**src/rtl/pipe_ctrl_pkg.sv**
```systemverilog
// Shared types for the pipeline hazard controller: FSM state encoding and widths.
package pipe_ctrl_pkg;
  typedef enum logic [1:0] {
    RUN     = 2'd0,
    MEMWAIT = 2'd1,
    ERROR   = 2'd2
  } state_e;

  localparam int CNT_W_DEF = 16;
  localparam int WAIT_W    = 16;
endpackage

```
**src/rtl/sat_counter.sv**
```systemverilog
// Event counter that sticks at all-ones instead of wrapping; async active-low clear.
module sat_counter #(
  parameter int W = 16
) (
  input  logic         clk_i,
  input  logic         rst_n_i,
  input  logic         inc_i,
  output logic [W-1:0] cnt_o
);
  logic [W-1:0] cnt_q;

  always_ff @(posedge clk_i or negedge rst_n_i) begin
    if (!rst_n_i) begin
      cnt_q <= '0;
    end else if (inc_i && (cnt_q != '1)) begin
      cnt_q <= cnt_q + W'(1);
    end
  end

  assign cnt_o = cnt_q;
endmodule

```
**src/rtl/pipe_hazard_ctrl.sv**
```systemverilog
// Pipeline hazard controller: memory-stall freeze, load-use interlock, branch flush,
// memory timeout detection, plus saturating stall/flush counters.
module pipe_hazard_ctrl
  import pipe_ctrl_pkg::*;
#(
  parameter int MEM_TIMEOUT = 255,
  parameter int CNT_W       = CNT_W_DEF
) (
  input  logic             clk_i,
  input  logic             rst_n_i,
  input  logic [4:0]       ifid_rsaddr_i,
  input  logic [4:0]       ifid_rtaddr_i,
  input  logic             ifid_uses_rt_i,
  input  logic             idex_memread_i,
  input  logic [4:0]       idex_rtaddr_i,
  input  logic             branch_taken_i,
  input  logic             dmem_req_i,
  input  logic             dmem_ready_i,
  output logic             pc_write_o,
  output logic             ifid_write_o,
  output logic             ifid_flush_o,
  output logic             idex_bubble_o,
  output logic             idex_hold_o,
  output logic             exmem_hold_o,
  output logic             memwb_bubble_o,
  output logic             err_o,
  output logic [CNT_W-1:0] stall_cnt_o,
  output logic [CNT_W-1:0] flush_cnt_o
);
  state_e              state_q, state_d;
  logic [WAIT_W-1:0]   wait_q, wait_d, wait_inc;
  logic                freeze, load_use, stall_inc;

  assign load_use = idex_memread_i && (idex_rtaddr_i != 5'd0) &&
                    ((idex_rtaddr_i == ifid_rsaddr_i) ||
                     (ifid_uses_rt_i && (idex_rtaddr_i == ifid_rtaddr_i)));
  assign wait_inc = wait_q + WAIT_W'(1);

  always_ff @(posedge clk_i or negedge rst_n_i) begin
    if (!rst_n_i) begin
      state_q <= RUN;
      wait_q  <= '0;
    end else begin
      state_q <= state_d;
      wait_q  <= wait_d;
    end
  end

  always_comb begin
    state_d = state_q;
    wait_d  = wait_q;
    freeze  = 1'b0;
    unique case (state_q)
      RUN: begin
        if (dmem_req_i && !dmem_ready_i) begin
          freeze  = 1'b1;
          state_d = MEMWAIT;
          wait_d  = '0;
        end
      end
      MEMWAIT: begin
        // A ready cycle completes the access; it behaves exactly like RUN.
        if (!dmem_ready_i) begin
          freeze = 1'b1;
          if (wait_inc == WAIT_W'(MEM_TIMEOUT)) begin
            state_d = ERROR;
            wait_d  = '0;
          end else begin
            wait_d  = wait_inc;
          end
        end else begin
          state_d = RUN;
          wait_d  = '0;
        end
      end
      ERROR: begin
        state_d = ERROR;
      end
      default: begin
        state_d = RUN;
        wait_d  = '0;
      end
    endcase
  end

  always_comb begin
    pc_write_o     = 1'b1;
    ifid_write_o   = 1'b1;
    ifid_flush_o   = 1'b0;
    idex_bubble_o  = 1'b0;
    idex_hold_o    = 1'b0;
    exmem_hold_o   = 1'b0;
    memwb_bubble_o = 1'b0;
    stall_inc      = 1'b0;
    // Reset forces the plain RUN behaviour regardless of stored state.
    if (!rst_n_i) begin
      pc_write_o = 1'b1;
    end else if (state_q == ERROR) begin
      pc_write_o     = 1'b0;
      ifid_write_o   = 1'b0;
      idex_bubble_o  = 1'b1;
      memwb_bubble_o = 1'b1;
    end else if (freeze) begin
      pc_write_o     = 1'b0;
      ifid_write_o   = 1'b0;
      idex_hold_o    = 1'b1;
      exmem_hold_o   = 1'b1;
      memwb_bubble_o = 1'b1;
      stall_inc      = 1'b1;
    end else if (load_use) begin
      pc_write_o    = 1'b0;
      ifid_write_o  = 1'b0;
      idex_bubble_o = 1'b1;
      stall_inc     = 1'b1;
    end else if (branch_taken_i) begin
      ifid_flush_o = 1'b1;
    end
  end

  assign err_o = (state_q == ERROR);

  sat_counter #(.W(CNT_W)) u_stall_cnt (
    .clk_i   (clk_i),
    .rst_n_i (rst_n_i),
    .inc_i   (stall_inc),
    .cnt_o   (stall_cnt_o)
  );

  sat_counter #(.W(CNT_W)) u_flush_cnt (
    .clk_i   (clk_i),
    .rst_n_i (rst_n_i),
    .inc_i   (ifid_flush_o),
    .cnt_o   (flush_cnt_o)
  );
endmodule

```
**config.mk**
```make
export PLATFORM = sky130hd
export DESIGN_NAME = pipe_hazard_ctrl
export DESIGN_NICKNAME = d
export VERILOG_FILES = /design/src/rtl/pipe_ctrl_pkg.sv /design/src/rtl/sat_counter.sv /design/src/rtl/pipe_hazard_ctrl.sv
export SDC_FILE = /design/constraint.sdc
export NUM_CORES = 1
export LEC_CHECK = 0
export ABC_AREA = 1
export CAP_MARGIN = 20
export CORE_MARGIN = 2
export CORE_UTILIZATION = 54
export CTS_CLUSTER_DIAMETER = 30
export CTS_CLUSTER_SIZE = 20
export DETAILED_ROUTE_END_ITERATION = 6
export PLACE_DENSITY = 0.81
export RECOVER_POWER = 100
export SLEW_MARGIN = 20
export SYNTH_ARGS = -nofsm -noshare
export SYNTH_HDL_FRONTEND = slang
export SYNTH_HIERARCHICAL = 1
export SYNTH_SLANG_ARGS = --single-unit
```
**constraint.sdc**
```tcl
create_clock -name clk_i -period 2.3 [get_ports clk_i]
set_input_delay 0.69 -clock clk_i [delete_from_list [all_inputs] [get_ports clk_i]]
set_output_delay 0.69 -clock clk_i [all_outputs]
set_load 0.05 [all_outputs]
```
### Yosys cells after proc, flatten, opt, wreduce, memory -nomap -nowiden

Cells that the tools add are included.

| storage, ports and cells | value |
|---|---|
| bits in registers | 50 |
| logic and storage cells | 61 |
| output and inout bits | 40 |

| operators by class | value |
|---|---|
| muxes and demuxes | 32 |
| bitwise operators | 1 |
| reductions and logical operators | 12 |
| add/subtract/negate cells | 3 |
| eq/ne operators | 9 |

Operators with widths:

| kind | number |
|---|---|
| 16-bit by 1-bit adder with 16-bit output (second input constant) | 3 |
| 16-bit 2-to-1 mux | 3 |
| 16-bit case mux with 3 select lines | 1 |
| 16-bit inequality test (second input constant) | 2 |
| 1-bit 2-to-1 mux | 23 |
| 16-bit by 8-bit equality test with 1-bit output (second input constant) | 1 |
| 5-bit equality test | 2 |
| 1-bit logical AND | 6 |
| 2-bit 2-to-1 mux | 3 |
| 2-bit case mux with 3 select lines | 1 |
| 5-bit nonzero test | 1 |
| 2-bit AND reduction | 2 |
| 3-bit inequality test (second input constant) | 1 |
| 2-bit by 1-bit equality test with 1-bit output (second input constant) | 1 |
| 2-bit equality test (second input constant) | 1 |
| 2-bit zero test | 1 |
| 2-bit inequality test (second input constant) | 1 |
| 1-bit case mux with 2 select lines | 1 |
| 1-bit zero test | 1 |
| 1-bit logical OR | 1 |
| 1-bit NOT | 1 |

### Depth between registers and ports, before layout

| depth | value |
|---|---|
| word-level depth | 9 |
| gate-level depth with buffers | 17 |

### By module

The synthesis kept the hierarchy.

By module, submodules not included:

| module | instances | area an instance (sq um) | cells each | seq. area each (sq um) |
|---|---|---|---|---|
| sat_counter | 2 | 1058.5 | 149 | 400.4 |
| pipe_hazard_ctrl | 1 | 1451.4 | 219 | 450.4 |

### Worst setup path after synthesis

OpenSTA, ideal clock, no wires.

| timing | value |
|---|---|
| path kind | flip-flop to output port |
| start | register state_q[0] |
| end | output memwb_bubble_o |
| arrival time | 2.192 ns |
| stages on the path, launching flop included | 4 |
| required time | 1.610 ns |
| path buffers | 0 |
| slack | -0.582 ns |
| cells stage by stage | dfrtp_1 > nor2_1 > inv_1 > a21oi_1 |

RTL lines:

| item | line | text |
|---|---|---|
| from (decl) | pipe_hazard_ctrl.sv:30 | `state_e state_q, state_d;` |
| from (signal assigned) | pipe_hazard_ctrl.sv:44 | `state_q <= state_d;` |
| 2-bit equality test | - |  |
| net err_o | pipe_hazard_ctrl.sv:26 | `output logic err_o,` |
| 1-bit 2-to-1 mux | pipe_hazard_ctrl.sv:98 | `end else if (state_q == ERROR) begin` |
| 1-bit 2-to-1 mux | pipe_hazard_ctrl.sv:96 | `if (!rst_n_i) begin` |
| to (decl) | pipe_hazard_ctrl.sv:25 | `output logic memwb_bubble_o,` |

The timed path passes the listed nets, and every way through them passes these cells.

### Final worst setup path

| timing | value |
|---|---|
| start | input idex_rtaddr_i[2] |
| end | output pc_write_o |

| on the way | value |
|---|---|
| cells in the longest elaborated chain, start to end | 8 |

Ends and longest elaborated chain:

| item | line | text |
|---|---|---|
| from (decl) | pipe_hazard_ctrl.sv:15 | `input logic [4:0] idex_rtaddr_i,` |
| 5-bit equality test | pipe_hazard_ctrl.sv:36 | `(ifid_uses_rt_i && (idex_rtaddr_i == ifid_rtaddr_i)));` |
| 1-bit logical AND | pipe_hazard_ctrl.sv:36 |  |
| 1-bit logical OR | pipe_hazard_ctrl.sv:35 | `((idex_rtaddr_i == ifid_rsaddr_i) \|\|` |
| 1-bit logical AND * | pipe_hazard_ctrl.sv:34 | `assign load_use = idex_memread_i && (idex_rtaddr_i != 5'd0) &&` |
| 1-bit 2-to-1 mux * | pipe_hazard_ctrl.sv:110 | `end else if (load_use) begin` |
| 1-bit 2-to-1 mux * | pipe_hazard_ctrl.sv:103 | `end else if (freeze) begin` |
| 1-bit 2-to-1 mux * | pipe_hazard_ctrl.sv:98 |  |
| 1-bit 2-to-1 mux * | pipe_hazard_ctrl.sv:96 |  |
| to (decl) | pipe_hazard_ctrl.sv:19 | `output logic pc_write_o,` |

Every way passes the cells marked *; elsewhere a longest branch is shown, timed or not.

==> impl_metrics.tcl <==
set metrics [dict create \
    drt_wl_total_um 9080 \
    dr.pass1.iters 5 \
    violations "negative setup slack" \
    pwr-share-clk 0.185 \
    fin_crit_sh 1.06 \
    comb_power_share 0.469 \
    dp_hpwl_um 6560 \
    min_period_ps 2440 \
    num-fill-cells 554 \
    startpoint_type "input port" \
    p_seq_frac 0.346 \
    wire_per_inst_um 13.3 \
    worstMarginPinSlew_ps 1100 \
    grtUsageMet1 0.338 \
    portBuffers 61 \
    netlist_instances 517 \
    clkTransAtPathRegs_ps 100 \
    cp.required_ps 1610 \
    area_delta_synth_final_pct 26.8 \
    reg2regPathDepth 10 \
    fin_total_pwr_mw 3.46 \
    cts_tree "built" \
    nets 631 \
    cp_slowest_cell "buf_6" \
    max-slew-margin-rel 0.266 \
    grt_pass1_vias 3409 \
    gp_routability_congestion 0.856 \
    rsz0062_at_grt "yes" \
    p_leak_nw 2.06 \
    power.density_nw_per_um2 764 \
    drive_gt1_frac 0.210 \
    drv_slew 0 \
    hold_buffers 0 \
    r2r_slack_ps 30 \
    drt-vias-per-instance 5.31 \
    reg2reg_from "wait_q[0]" \
    worstSetupPathType "in -> out" \
    setup_viol 4 \
    grt_max_degree 45 \
    cts.htree.levels 2 \
    num_antenna_cells 0 \
    vdd_ir_drop_max_uv 532 \
    synth_cell_types 31 \
    finalHoldViolCount 0 \
    path_buf_inv 2 \
    multi_input_area_um2 2170 \
    numClockSinks 50 \
    fmax_ghz 0.410 \
    chipWidth_um 85.3 \
    numCtsBuffers 5 \
    fin_ws_ps -139 \
    switching_power_mw 1.60 \
    drtAntennaViolNets 0 \
    final_common_cell "nand2_1" \
    ys_seq_area_frac 0.351 \
    grt_pass1_wl_um 15100 \
    ys_warn_count 6 \
    cts_root_buf "clkbuf_8" \
    insertion_delay_ps 310 \
    reg2reg_to "wait_q[5]" \
    die-area_um2 7270 \
    post-place-ws_ps -570 \
    drtIter0Drc 257 \
    core_um2 6390 \
    cp_max_fo 4 \
    rows 29 \
    ys_ff_latch 50 \
    drv_cap 0 \
    post-route-drc-count 0 \
    sw_frac_of_total 0.462 \
    register_area_um2 1250 \
    end_kind "output pin" \
    worst_path_dominant_cell_family "simple AND/OR/NAND/NOR gates" \
    gr-usage-all-layers 0.253 \
    ioPinCount 62 \
    hold_path_class "in -> async" \
    start_util 0.559 \
    avgSynthCellArea_um2 6.90 \
    grtUsageMet2 0.425 \
    busiest_layer "met2" \
    grt_antenna_before_repair 0 \
    status "finished, violations left" \
    cp.arrival_ps 1750 \
    skew_ps 5.79 \
    utilization 0.708 \
    p_int_mw 1.86 \
    grt_overflow 0 \
    crit_chain "buf_4, xor2_1, nor2_1, nand3_1, nand2_2, nand3_4, nand3_2, nand2_4, buf_6" \
    syn_area_um2 3570 \
    holdWs_ps 494 \
    clockBufferDepth 2 \
    num_vias 3627 \
    die_y_um 85.3 \
    met3_usage 0.0370 \
    synth_fp_nets 543 \
    final_cell_mix "nand2_1 (189), nor2_1 (54), dfrtp_1 (50)" \
    slowest_delay_ps 170 \
]
[power groups by stage]
stage	logic [mW]	clock network, mW	registers (mW)
CTS	1.66	0.652	1.19
detailed placement	1.61	0	1.20
finish	1.62	0.641	1.20
global placement	1.58	0	1.20
floorplan	0.690	0	1.54
global route	1.72	0.685	1.22
[cells by family after synthesis]
logic type,share of synthesized area
AND/OR/NAND/NOR,0.439
buffers and inverters,0.0761
flip-flops,0.351
AO/OA/AOI/OAI,0.0621
XOR/XNOR,0.0586
adder cells (fa/ha/maj),0.0140
[state kept, by name (all words and copies together) (netlist names)]
name               count
state_q                2
u_flush_cnt/cnt_o     16
u_stall_cnt/cnt_o     16
wait_q                16
[worst max path at each step]
stage                     depth (start not counted)               endpoint              from  slack [ps]
after global routing                             10           ifid_write_o  idex_rtaddr_i[0]        -190
after detailed placement                         17  u_stall_cnt/cnt_o[15]  idex_rtaddr_i[3]        -570
after global placement                           15   u_stall_cnt/cnt_o[9]  idex_rtaddr_i[3]        -530
after CTS                                        10          idex_bubble_o  idex_rtaddr_i[3]        -110
final                                             9             pc_write_o  idex_rtaddr_i[2]        -140
after floorplan                                   3         memwb_bubble_o        state_q[0]         -70
[cell type report]
class / instances / area share
clock buffers: 6 / 0.0160
clock inverters: 2 / 0.00830
inverters: 53 / 0.0445
multi-input cells: 406 / 0.479
flip-flops and latches: 50 / 0.277
well taps: 77 / 0.0213
repair buffers: 89 / 0.154
[stage by stage]
stage | cell area, um^2 | TNS, ps | std cells
3_3_place_gp | 4440 | -16350 | 669
4_1_cts | 4590 | -439 | 680
3_5_place_dp | 4440 | -18500 | 669
2_1_floorplan | 3630 | -175 | 517
5_1_grt | 4520 | -2500 | 683
6_report | 4520 | -515 | 683
[Yosys cell counts]
library cell  number  area (um^2)
clkbuf_4           1         7.51
nor2_1            58          218
nand4_1           14         87.6
buf_6              4         45.0
clkinv_1           2         7.51
nor2_2            13         81.3
nand3b_1           1         7.51
buf_4              2         15.0
xor2_2             1         16.3
nor2_4             9          101
nand3_2            2         20.0
xor2_1             7         61.3
nand2_4            1         11.3
dfrtp_1           50         1250
a21oi_2            1         8.76
a211oi_1           1         7.51
a21oi_1            4         20.0
nand2_2           11         68.8
ha_1               4         50.1
nand2_1          191          717
inv_1             49          184
o32ai_1            5         43.8
nand3_1           40          200
o21ai_0           17         85.1
o21ai_2            5         43.8
buf_2              1         5.00
xnor2_1           15          131
inv_2              2         7.51
o22ai_1            2         12.5
nand4_4            2         42.5
nor3_1             2         10.0
[layer usage]
| metal | wire [um] | part of all wire | vias up |
|---|---|---|---|
| met1 | 3990 | 0.44 | 1696 |
| li1 | - | - | 1810 |
| met2 | 4490 | 0.49 | 105 |
| met5 | 0 | 0 | - |
| met4 | 158 | 0.017 | 0 |
| met3 | 449 | 0.049 | 16 |
[what timing repair did]
| action | in CTS | in global routing |
|---|---|---|
| buffers inserted | 3 | 3 |
| pin swaps | 25 | 21 |
| resized for setup | 83 | 36 |
| endpoints found under the setup margin | 38 | 20 |
No activity file was read; power rests on OpenSTA's default activity.
